<file path="config.mk">
export PLATFORM = sky130hd
export DESIGN_NAME = xorshift_rr_scheduler_flat
export DESIGN_NICKNAME = d
export VERILOG_FILES = /design/src/rtl/xorshift_rr_scheduler_pkg.sv /design/src/rtl/xorshift_rr_scheduler_if.sv /design/src/rtl/xorshift_rr_scheduler_core.sv /design/src/rtl/xorshift_rr_scheduler.sv /design/src/flat_wrapper.sv
export SDC_FILE = /design/constraint.sdc
export NUM_CORES = 1
export LEC_CHECK = 0
export BUFFER_PORTS_ARGS = -buffer_cell sky130_fd_sc_hd__buf_2
export CORE_ASPECT_RATIO = 2
export CORE_MARGIN = 2
export CORE_UTILIZATION = 50
export CTS_CLUSTER_DIAMETER = 30
export DETAILED_ROUTE_END_ITERATION = 12
export GPL_TIMING_DRIVEN = 0
export MAX_ROUTING_LAYER = met4
export PLACE_DENSITY = 0.88
export REMOVE_ABC_BUFFERS = 1
export SYNTH_ARGS = -nofsm -noshare
export SYNTH_HDL_FRONTEND = slang
export SYNTH_SLANG_ARGS = --single-unit
</file>
<file path="constraint.sdc">
create_clock -name clk -period 4.2 [get_ports clk]
set_input_delay 0.42 -clock clk [delete_from_list [all_inputs] [get_ports clk]]
set_output_delay 0.42 -clock clk [all_outputs]
set_load 0.02 [all_outputs]
</file>
<file path="src/rtl/xorshift_rr_scheduler_pkg.sv">
// Shared types and helpers for the xorshift round-robin scheduler slice.
// Latency: n/a (package only).
// Backpressure: n/a (package only).
//
// Contents: default word width and shift amounts, FSM state enum, and the
// single-step xorshift32 helper used by the core datapath.
package xorshift_rr_scheduler_pkg;

    localparam int XS_DATA_W = 32;
    localparam int XS_SH_A   = 13;
    localparam int XS_SH_B   = 17;
    localparam int XS_SH_C   = 5;

    typedef enum logic [1:0] {
        IDLE = 2'd0,
        CAL  = 2'd1,
        OUT  = 2'd2
    } state_t;

    // One stage of the three-stage xorshift sequence. Shifted-out bits are
    // dropped because the result stays XS_DATA_W bits wide.
    function automatic logic [XS_DATA_W-1:0] xs_step(
        input logic [XS_DATA_W-1:0] d,
        input logic [1:0]           step,
        input int                   sh_a,
        input int                   sh_b,
        input int                   sh_c
    );
        logic [XS_DATA_W-1:0] r;
        r = d;
        case (step)
            2'd0:    r = d ^ (d << sh_a);
            2'd1:    r = d ^ (d >> sh_b);
            2'd2:    r = d ^ (d << sh_c);
            default: r = d;
        endcase
        return r;
    endfunction

endpackage

</file>
<file path="src/rtl/xorshift_rr_scheduler_if.sv">
// Request/response bundle between requesters, the scheduler and the FIFO writer.
// Latency: n/a (wiring only).
// Backpressure: out_ready from the FIFO writer stalls the output stream.
//
// Ports (slave = scheduler side):
//   req_valid/req_seed/req_len  per-requester request, slice i is requester i
//   req_ready                   one-hot grant, accept = valid & ready
//   out_valid/out_data/out_id   random word stream tagged with owner id
//   out_ready                   downstream not full
//   done                        per-requester completion pulse
//   busy                        scheduler is working on a job
interface xorshift_rr_scheduler_if
    import xorshift_rr_scheduler_pkg::*;
#(
    parameter int NUM_REQ = 4,
    parameter int DATA_W  = XS_DATA_W,
    parameter int LEN_W   = 9
);
    localparam int ID_W = $clog2(NUM_REQ);

    logic [NUM_REQ-1:0]        req_valid;
    logic [NUM_REQ*DATA_W-1:0] req_seed;
    logic [NUM_REQ*LEN_W-1:0]  req_len;
    logic [NUM_REQ-1:0]        req_ready;
    logic                      out_valid;
    logic [DATA_W-1:0]         out_data;
    logic [ID_W-1:0]           out_id;
    logic                      out_ready;
    logic [NUM_REQ-1:0]        done;
    logic                      busy;

    modport slave (
        input  req_valid, req_seed, req_len, out_ready,
        output req_ready, out_valid, out_data, out_id, done, busy
    );

    modport master (
        output req_valid, req_seed, req_len, out_ready,
        input  req_ready, out_valid, out_data, out_id, done, busy
    );

endinterface

</file>
<file path="src/rtl/xorshift_rr_scheduler_core.sv">
// Shared xorshift32 datapath: data register plus 3-stage step sequencer.
// Latency: one shift per cycle while run is high; step_done flags the third.
// Backpressure: none internally; the owner simply stops asserting run.
//
// Ports: clk, rst (async active-high), load/seed (restart from a seed),
//        run (advance one step), data (current register), step_done.
module xorshift_rr_scheduler_core
    import xorshift_rr_scheduler_pkg::*;
#(
    parameter int DATA_W = XS_DATA_W,
    parameter int SH_A   = XS_SH_A,
    parameter int SH_B   = XS_SH_B,
    parameter int SH_C   = XS_SH_C
)(
    input  logic              clk,
    input  logic              rst,
    input  logic              load,
    input  logic [DATA_W-1:0] seed,
    input  logic              run,
    output logic [DATA_W-1:0] data,
    output logic              step_done
);

    logic [DATA_W-1:0] data_q;
    logic [1:0]        step_q;

    always_ff @(posedge clk or posedge rst) begin
        if (rst) begin
            data_q <= '0;
            step_q <= 2'd0;
        end else if (load) begin
            data_q <= seed;
            step_q <= 2'd0;
        end else if (run) begin
            data_q <= xs_step(data_q, step_q, SH_A, SH_B, SH_C);
            // Step counter wraps to 0 so the next word's chain starts cleanly.
            step_q <= (step_q == 2'd2) ? 2'd0 : step_q + 2'd1;
        end
    end

    assign data      = data_q;
    assign step_done = run && (step_q == 2'd2);

endmodule

</file>
<file path="src/rtl/xorshift_rr_scheduler.sv">
// Round-robin scheduler sharing one xorshift32 core between NUM_REQ requesters.
// Latency: accept edge E0 -> out_valid after E3; one word per 4 cycles unstalled.
// Backpressure: out_ready low holds out_valid/out_data/out_id stable in OUT.
//
// Ports: clk, rst (async active-high), bus (slave modport of
// xorshift_rr_scheduler_if: request grant, tagged word stream, done, busy).
module xorshift_rr_scheduler
    import xorshift_rr_scheduler_pkg::*;
#(
    parameter int NUM_REQ = 4,
    parameter int DATA_W  = XS_DATA_W,
    parameter int LEN_W   = 9,
    parameter int SH_A    = XS_SH_A,
    parameter int SH_B    = XS_SH_B,
    parameter int SH_C    = XS_SH_C
)(
    input  logic                    clk,
    input  logic                    rst,
    xorshift_rr_scheduler_if.slave  bus
);

    localparam int ID_W = $clog2(NUM_REQ);

    state_t              state_q;
    logic [ID_W-1:0]     ptr_q;
    logic [ID_W-1:0]     id_q;
    logic [LEN_W-1:0]    len_q;
    logic [LEN_W-1:0]    word_cnt_q;
    logic                out_valid_q;
    logic [NUM_REQ-1:0]  done_q;

    logic [ID_W-1:0]     grant_idx;
    logic                grant_found;
    logic [NUM_REQ-1:0]  grant_vec;
    logic                accept;
    logic [DATA_W-1:0]   acc_seed;
    logic [LEN_W-1:0]    acc_len;
    logic                core_run;
    logic                step_done;
    logic [DATA_W-1:0]   core_data;
    logic                last_word;

    function automatic logic [ID_W-1:0] wrap_inc(input logic [ID_W-1:0] i);
        return (int'(i) == NUM_REQ - 1) ? '0 : i + ID_W'(1);
    endfunction

    // First valid requester at or after ptr, wrapping modulo NUM_REQ.
    always_comb begin
        grant_idx   = '0;
        grant_found = 1'b0;
        for (int k = 0; k < NUM_REQ; k++) begin
            if (!grant_found && bus.req_valid[(int'(ptr_q) + k) % NUM_REQ]) begin
                grant_found = 1'b1;
                grant_idx   = ID_W'((int'(ptr_q) + k) % NUM_REQ);
            end
        end
    end

    // Grants are withheld during the done pulse so a completion and a new
    // grant never share a cycle, and held at zero while reset is asserted.
    always_comb begin
        grant_vec = '0;
        if (!rst && state_q == IDLE && done_q == '0 && grant_found)
            grant_vec[grant_idx] = 1'b1;
    end

    assign accept    = |(grant_vec & bus.req_valid);
    assign acc_seed  = bus.req_seed[grant_idx*DATA_W +: DATA_W];
    assign acc_len   = bus.req_len[grant_idx*LEN_W +: LEN_W];
    assign core_run  = (state_q == CAL);
    assign last_word = (word_cnt_q == len_q - LEN_W'(1));

    xorshift_rr_scheduler_core #(
        .DATA_W (DATA_W),
        .SH_A   (SH_A),
        .SH_B   (SH_B),
        .SH_C   (SH_C)
    ) u_core (
        .clk       (clk),
        .rst       (rst),
        .load      (accept),
        .seed      (acc_seed),
        .run       (core_run),
        .data      (core_data),
        .step_done (step_done)
    );

    always_ff @(posedge clk or posedge rst) begin
        if (rst) begin
            state_q     <= IDLE;
            ptr_q       <= '0;
            id_q        <= '0;
            len_q       <= '0;
            word_cnt_q  <= '0;
            out_valid_q <= 1'b0;
            done_q      <= '0;
        end else begin
            done_q <= '0;
            case (state_q)
                IDLE: begin
                    if (accept) begin
                        id_q       <= grant_idx;
                        len_q      <= acc_len;
                        word_cnt_q <= '0;
                        if (acc_len == '0) begin
                            // Empty job completes immediately; the pointer
                            // still advances so it cannot monopolise grants.
                            done_q[grant_idx] <= 1'b1;
                            ptr_q             <= wrap_inc(grant_idx);
                        end else begin
                            state_q <= CAL;
                        end
                    end
                end
                CAL: begin
                    if (step_done) begin
                        state_q     <= OUT;
                        out_valid_q <= 1'b1;
                    end
                end
                OUT: begin
                    if (bus.out_ready) begin
                        out_valid_q <= 1'b0;
                        word_cnt_q  <= word_cnt_q + LEN_W'(1);
                        if (last_word) begin
                            done_q[id_q] <= 1'b1;
                            ptr_q        <= wrap_inc(id_q);
                            state_q      <= IDLE;
                        end else begin
                            // Next word chains from the current register value.
                            state_q <= CAL;
                        end
                    end
                end
                default: begin
                    state_q     <= IDLE;
                    out_valid_q <= 1'b0;
                end
            endcase
        end
    end

    assign bus.req_ready = grant_vec;
    assign bus.out_valid = out_valid_q;
    assign bus.out_data  = core_data;
    assign bus.out_id    = id_q;
    assign bus.done      = done_q;
    assign bus.busy      = (state_q != IDLE);

endmodule
</file>
<file path="src/flat_wrapper.sv">
// flat-port wrapper written by rule: the top's interface ports become plain ports
module xorshift_rr_scheduler_flat import xorshift_rr_scheduler_pkg::*;
#(
    parameter int NUM_REQ = 4,
    parameter int DATA_W  = XS_DATA_W,
    parameter int LEN_W   = 9,
    parameter int SH_A    = XS_SH_A,
    parameter int SH_B    = XS_SH_B,
    parameter int SH_C    = XS_SH_C
)
  (clk, rst, bus_req_valid, bus_req_seed, bus_req_len, bus_out_ready, bus_req_ready, bus_out_valid, bus_out_data, bus_out_id, bus_done, bus_busy);
  xorshift_rr_scheduler_if #(.NUM_REQ(NUM_REQ), .DATA_W(DATA_W), .LEN_W(LEN_W)) bus_i ();
  input  logic clk;
  input  logic rst;
  input wire logic [$bits(bus_i.req_valid)-1:0] bus_req_valid;
  input wire logic [$bits(bus_i.req_seed)-1:0] bus_req_seed;
  input wire logic [$bits(bus_i.req_len)-1:0] bus_req_len;
  input wire logic [$bits(bus_i.out_ready)-1:0] bus_out_ready;
  output wire logic [$bits(bus_i.req_ready)-1:0] bus_req_ready;
  output wire logic [$bits(bus_i.out_valid)-1:0] bus_out_valid;
  output wire logic [$bits(bus_i.out_data)-1:0] bus_out_data;
  output wire logic [$bits(bus_i.out_id)-1:0] bus_out_id;
  output wire logic [$bits(bus_i.done)-1:0] bus_done;
  output wire logic [$bits(bus_i.busy)-1:0] bus_busy;
  assign bus_i.req_valid = bus_req_valid;
  assign bus_i.req_seed = bus_req_seed;
  assign bus_i.req_len = bus_req_len;
  assign bus_i.out_ready = bus_out_ready;
  assign bus_req_ready = bus_i.req_ready;
  assign bus_out_valid = bus_i.out_valid;
  assign bus_out_data = bus_i.out_data;
  assign bus_out_id = bus_i.out_id;
  assign bus_done = bus_i.done;
  assign bus_busy = bus_i.busy;
  xorshift_rr_scheduler #(.NUM_REQ(NUM_REQ), .DATA_W(DATA_W), .LEN_W(LEN_W), .SH_A(SH_A), .SH_B(SH_B), .SH_C(SH_C)) u_core (.clk(clk), .rst(rst), .bus(bus_i));
endmodule
</file>
## Yosys cells after proc, flatten, opt, wreduce, memory -nomap -nowiden

Index checks and enable logic that the tools add are counted.

- $add $sub $neg: 8
- Multiply operators: 1
- $lt $le $gt $ge: 8
- Equal/unequal tests: 13
- Shift operators: 2
- Multiplexer cells: 54
- Bitwise operators: 8
- Reductions and logical operators: 31

Operator list:

| cell | count |
|---|---|
| 128-bit by 8-bit indexed part select with 32-bit output | 1 |
| 32-bit one-hot mux with 3 select lines | 1 |
| 32-bit 2-to-1 mux | 2 |
| 32-bit bitwise XOR | 2 |
| 36-bit by 7-bit indexed part select with 9-bit output | 1 |
| 2-bit 2-to-1 mux | 17 |
| 32-bit by 15-bit bitwise XOR with 32-bit output | 1 |
| 4-bit 2-to-1 mux | 5 |
| 9-bit 2-to-1 mux | 2 |
| 9-bit one-hot mux with 2 select lines | 1 |
| 1-bit 2-to-1 mux | 16 |
| 3-bit by 4-bit less-than comparator with 1-bit output (second input constant) | 3 |
| 9-bit by 1-bit adder with 9-bit output (second input constant) | 1 |
| 9-bit equality test | 1 |
| 1-bit logical AND | 9 |
| 9-bit zero test | 1 |
| 2-bit by 3-bit less-than comparator with 1-bit output (second input constant) | 3 |
| 9-bit by 1-bit subtractor with 9-bit output (second input constant) | 1 |
| 2-bit by 1-bit adder with 2-bit output (second input constant) | 4 |
| 1-bit binary-select mux with 2-bit select | 4 |
| 2-bit by 1-bit equality test with 1-bit output (second input constant) | 4 |
| 2-bit != test (second input constant) | 4 |
| 4-bit one-hot mux with 2 select lines | 1 |
| 2-bit by 4-bit multiplier with 6-bit output (second input constant) | 1 |
| other kinds (22) | 39 |

- Register bits: 63
- Input bits: 171
- Output and inout bits: 44
- Logic and storage cells: 134

## Depth between registers and ports, before layout

- Depth after elaboration: 23
- Gate-level depth with buffers: 15
- Gate-level depth less buffers: 11

## Hierarchy

A second synthesis with hierarchy kept.

- Cell total of the unflattened synthesis: 734
- Area total of the unflattened synthesis: 5622.9 um^2

By module, submodules not included:

| module | times used | cells each | area each (um^2) | sequential area each (um^2) |
|---|---|---|---|---|
| xorshift_rr_scheduler | 1 | 457 | 3139.3 | 725.7 |
| xorshift_rr_scheduler_core | 1 | 277 | 2483.6 | 850.8 |

## Worst setup path after synthesis

No wires, ideal clock.

- Kind: in2reg
- Start: input port bus_req_valid[0]
- End: register u_core.u_core.data_q[30] (netlist: u_core.u_core.data[30])
- Library setup time: 82 ps
- Arrival time: 3143 ps
- Required time: 4118 ps
- Setup slack: 975 ps
- Stages: 14
- Path buffers: 5
- Cells stage by stage: and2_1 -> o211ai_2 -> nand2_2 -> inv_2 -> buf_2 -> buf_2 -> buf_1 -> ha_1 -> a22oi_1 -> a21oi_2 -> clkbuf_1 -> clkbuf_1 -> nand3_1 -> a31oi_1

- Longest elaborated chain between the ends: 21
- Elaborated cells between the ends (all ways): 39
- Classes of those cells: order compare: 2; shift: 1; mux: 23; bitwise: 1; reduce/logical: 12

RTL lines:

| what | RTL line | RTL |
|---|---|---|
| from (decl) | flat_wrapper.sv:15 | `input wire logic [$bits(bus_i.req_valid)-1:0] bus_req_valid;` |
| 1-bit binary-select mux with 2-bit select | xorshift_rr_scheduler.sv:52 | `if (!grant_found && bus.req_valid[(int'(ptr_q) + k) % NUM_REQ]) begin` |
| 1-bit 2-to-1 mux (not written as such) | xorshift_rr_scheduler.sv:52 |  |
| 1-bit 2-to-1 mux | xorshift_rr_scheduler.sv:52 |  |
| 1-bit zero test | xorshift_rr_scheduler.sv:52 |  |
| 1-bit logical AND | xorshift_rr_scheduler.sv:52 |  |
| 1-bit 2-to-1 mux | xorshift_rr_scheduler.sv:52 |  |
| 1-bit zero test | xorshift_rr_scheduler.sv:52 |  |
| 1-bit logical AND | xorshift_rr_scheduler.sv:52 |  |
| (+4 left out) | - |  |
| named net u_core.grant_idx[1] | xorshift_rr_scheduler.sv:32 | `logic [ID_W-1:0] grant_idx;` |
| (+1 left out) | - |  |
| 1-bit logical AND (not written as such) | xorshift_rr_scheduler.sv:64 | `grant_vec[grant_idx] = 1'b1;` |
| 1-bit 2-to-1 mux (not written as such) | xorshift_rr_scheduler.sv:64 |  |
| 1-bit demux with 2-bit select | - |  |
| 4-bit 2-to-1 mux | xorshift_rr_scheduler.sv:63 | `if (!rst && state_q == IDLE && done_q == '0 && grant_found)` |
| 4-bit AND | xorshift_rr_scheduler.sv:67 | `assign accept = \|(grant_vec & bus.req_valid);` |
| 4-bit OR reduction | xorshift_rr_scheduler.sv:67 |  |
| 4-bit nonzero test (no source line) or 2-bit nonzero test (tied branches) | - |  |
| 2-bit AND reduction (no source line) | - |  |
| to (signal assigned) | xorshift_rr_scheduler_core.sv:35 | `data_q <= xs_step(data_q, step_q, SH_A, SH_B, SH_C);` |
| to (decl) | xorshift_rr_scheduler_core.sv:24 | `logic [DATA_W-1:0] data_q;` |

The timed path passes the listed nets; every way through them passes the cells marked *. The select of a mux whose other input is x is not followed.
A chain may end at the register's enable or synchronous reset.

## Worst setup path in the final report

- Start: register u_core.ptr_q[1]
- End: register u_core.u_core.data_q[31] (netlist: u_core.u_core.data[31])

- Longest elaborated chain between the ends: 21
- Elaborated cells between the ends (all ways): 42
- Classes of those cells: add/sub: 3; order compare: 2; shift: 1; mux: 23; bitwise: 1; reduce/logical: 12

RTL lines:

| what | RTL line | RTL |
|---|---|---|
| from (decl) | xorshift_rr_scheduler.sv:25 | `logic [ID_W-1:0] ptr_q;` |
| from (signal assigned) | xorshift_rr_scheduler.sv:109 | `ptr_q <= wrap_inc(grant_idx);` |
| from (signal assigned) | xorshift_rr_scheduler.sv:127 | `ptr_q <= wrap_inc(id_q);` |
| 2-bit by 1-bit adder with 2-bit output or 1-bit binary-select mux with 2-bit select (tied branches) | xorshift_rr_scheduler.sv:52, xorshift_rr_scheduler.sv:54 |  |
| 1-bit binary-select mux with 2-bit select or 1-bit 2-to-1 mux (tied branches) | xorshift_rr_scheduler.sv:52 |  |
| 1-bit 2-to-1 mux (not written as such) | xorshift_rr_scheduler.sv:52 |  |
| 1-bit 2-to-1 mux (not written as such) or 1-bit zero test (tied branches) | xorshift_rr_scheduler.sv:52 |  |
| 1-bit logical AND | xorshift_rr_scheduler.sv:52 |  |
| 1-bit 2-to-1 mux | xorshift_rr_scheduler.sv:52 |  |
| 1-bit zero test | xorshift_rr_scheduler.sv:52 |  |
| 1-bit logical AND | xorshift_rr_scheduler.sv:52 |  |
| (+5 left out) | - |  |
| 1-bit logical AND (not written as such) | xorshift_rr_scheduler.sv:64 |  |
| 1-bit 2-to-1 mux (not written as such) | xorshift_rr_scheduler.sv:64 |  |
| 1-bit demux with 2-bit select | - |  |
| 4-bit 2-to-1 mux | xorshift_rr_scheduler.sv:63 |  |
| 4-bit AND | xorshift_rr_scheduler.sv:67 |  |
| 4-bit OR reduction | xorshift_rr_scheduler.sv:67 |  |
| 4-bit nonzero test (no source line) or 2-bit nonzero test (tied branches) | - |  |
| 2-bit AND reduction (no source line) | - |  |

Several ways; a longest one is shown, not always the timed one. The select of a mux whose other input is x is not followed.

==> summary.md <==
| Metric | Value |
|---|---|
| Hold Crit Class | `primary input to async pin` |
| Mapped Area | `5530 sq um` |
| Crit share post-route | `95.0%` |
| H-tree Lvls | `3` |
| Ys async rst share | `100%` |
| Crit start category | `register` |
| Max cap viols | `0` |
| Post-synth top area share | `28.5%` |
| Worst slack, placed | `-1760 ps` |
| DRT Wirelength | `18400 um` |
| Final setup viols | `0` |
| Outcome | `complete, no violations` |
| Ant. Diodes | `0` |
| Die height | `153 um` |
| Fmax | `251 MHz` |
| DR pass1 iterations | `6` |
| Fin Clk Skew | `4.56 ps` |
| Clock Path Buffers | `2` |
| Die Wd | `78.4 um` |
| Power Dens Cells | `660 nW/um^2` |
| Antenna violations before repair | `0` |
| Post-DP HPWL | `13300 um` |
| Peak supply drop | `376 uV` |
| Cells after synthesis | `744` |
| Reg clk slew, reported paths | `50 ps` |
| Post-route ant nets | `0` |
| Worst EP arrival | `4240 ps` |
| Total gr overflow | `0` |
| Rows | `54` |
| Clock Power Share | `16.0%` |
| Hold Vio Cnt, Final | `0` |
| Placeable core area | `10900 sq um` |
| Detailed Route Iter0 Violations | `371` |
| Leak pwr | `0.00338 uW` |
| DR DRC count | `0` |
| CTS tree | `done` |
| Ys flop type | `dfrtp_1` |
| Number of synthesized flops with an enable pin | `0` |
| RSZ-0062 raised after global routing | `true` |
| Number of synthesized register bits | `63` |
| FF+latch area | `1580 sq um` |
| Share of cells above drive strength 1 | `30.0%` |
| Worst path required time | `4450 ps` |
| Slew HR | `44.7%` |
| Final Max Slew Viols | `0` |
| Ranking of synthesized cells by area | `dfrtp_1, nand2_1, nand3_1` |
| Layout Nets | `1102` |
| Internal | `2370 uW` |
| Die Area | `12000 sq um` |
| Post-synth cell types | `58` |
| Root buffer cell | `clkbuf_16` |
| WS Path Type | `register to register` |
| Net Sw Power | `2240 uW` |
| Gr usage total | `32.0%` |
| Vias per inst | `5.95` |
| Post-synthesis area per instance | `7.43 sq um` |
| Via Count | `6314` |
| First-pass GRT wire length | `29600 um` |
| Vias in the first global route | `6309` |
| Layout area overhead | `26.2%` |
| Total power | `4610 uW` |
| Port-buffer cells | `214` |
| Clock Sinks | `63` |
| Per-cell routed wire length | `17.4 um` |
| Reg power frac | `27.7%` |
| Commonest non-fill, non-tap cell in the layout | `buf_2` |
| Fin util | `64.2%` |
| Design Area, Final | `6980 sq um` |
| Fillers | `979` |
| Placed cell areas | `6640 sq um` |
| Sequential cell area fraction in the yosys report | `28.5%` |
| TritonCTS buffer count | `9` |
| Hold_buf cts | `0` |
| Most frequent cells in the layout | `buf_2, nand2_1, nand3_1` |
| Worst setup EP type | `register` |
| CP Max Fanout | `68` |
| Synth warn | `0` |
| RD Place Congestion | `0.892` |
| Initial core utilization | `50.9%` |
| Measured slew at the worst slew-check pin | `829 ps` |
| Worst Slack Setup Final | `212 ps` |
| Worst skew pair latency | `330 ps` |
| Largest net degree at the start of global routing | `69` |
| Worst hold slack | `198 ps` |
| Sw Share | `48.6%` |
| I/O Pins | `215` |
| Leading area contributor after synthesis | `dfrtp_1` |
| Comb power frac | `56.3%` |
| Final min period | `3990 ps` |
| Multi-input logic area | `3730 sq um` |
## final cells by class
class / count / area share (%)
clock buffers: 12 / 3.53
clock inverters: 4 / 0.645
inverters: 14 / 0.896
multi-input cells: 609 / 53.4
flip-flops and latches: 63 / 22.6
well taps: 140 / 2.51
repair buffers: 219 / 16.5
## what timing repair did
action | 4_1_cts | 5_1_grt
cloned | 1 | 0
setup endpoints to repair | 63 | 32
resized for setup | 9 | 4
pin swaps | 2 | 0
buffers inserted | 1 | 0
## sequential cells by signal, summed over array words and instances, names as in the netlist
register,flops
u_core.word_cnt_q,9
u_core.bus.done,4
u_core.bus.out_valid,1
u_core.bus.out_id,2
u_core.u_core.data,32
u_core.state_q,2
u_core.u_core.step_q,2
u_core.len_q,9
u_core.ptr_q,2
## power groups by stage
stage	clock network [uW]	registers [uW]	logic, uW
floorplan	0	1340	1660
global placement	0	1250	2470
detailed placement	0	1270	2540
CTS	743	1260	2580
global route	774	1310	2850
finish	736	1270	2600
## final timing paths
path | end | start | cells after the start | slack [ps]
hold / removal | u_core.bus.done[1] | rst | 2 | 200
max in group asynchronous | u_core.u_core.data[4] | rst | 3 | 3370
setup reg to reg | u_core.u_core.data[31] | u_core.ptr_q[1] | 11 | 210
min in group clk | u_core.state_q[1] | bus_out_ready | 3 | 470
hold reg to reg | u_core.len_q[8] | u_core.len_q[8] | 2 | 510
setup / recovery | u_core.u_core.data[31] | u_core.ptr_q[1] | 11 | 210
## kinds of logic (layout without fill, tap and decap cells)
group                    after synthesis  after routing  synth area share [%]
flip-flops                            63             63                  28.5
AO/OA/AOI/OAI                        171            172                  22.2
multiplexers                          23             23                  4.32
adder cells (fa/ha/maj)               15             15                  3.39
buffers and inverters                 73            249                  5.16
AND/OR/NAND/NOR                      354            354                  29.3
XOR/XNOR                              45             45                  7.13
## per-layer routing
metal,routed length (um),vias up,track usage [%]
met5,0,-,-
met4,1060,0,20.3
met3,841,84,4.21
met2,10200,286,58.2
met1,6350,2935,30.8
li1,-,3009,-
## synthesized netlist by cell type, types with 14 or more instances
library cell,count
nand2_1,172
nand3_1,72
dfrtp_1,63
nor2_1,41
clkbuf_1,40
o21ai_0,30
xor2_1,28
a31oi_1,25
a21oi_1,21
nor3_1,19
xnor2_1,17
mux2i_1,16
a221oi_1,15
buf_1,15
ha_1,15
a22o_1,14
## metrics by stage
stage,setup TNS (ps),instances
after floorplan,-189750,685
after global placement,-441240,1039
after detailed placement,-60170,1043
after CTS,0,1061
after global routing,-213,1061
final,0,1061
## worst max-delay path, cell delays in order (launching register included)
cell and delay (ps):
dfrtp_1 440, and2_1 180, o211ai_2 330, nand2_4 400
inv_8 500, ha_1 320, a22oi_2 180, a21oi_4 490
buf_12 260, a21o_2 450, nor2_1 80, a21oi_1 150
Power figures use the tool's default switching activity.
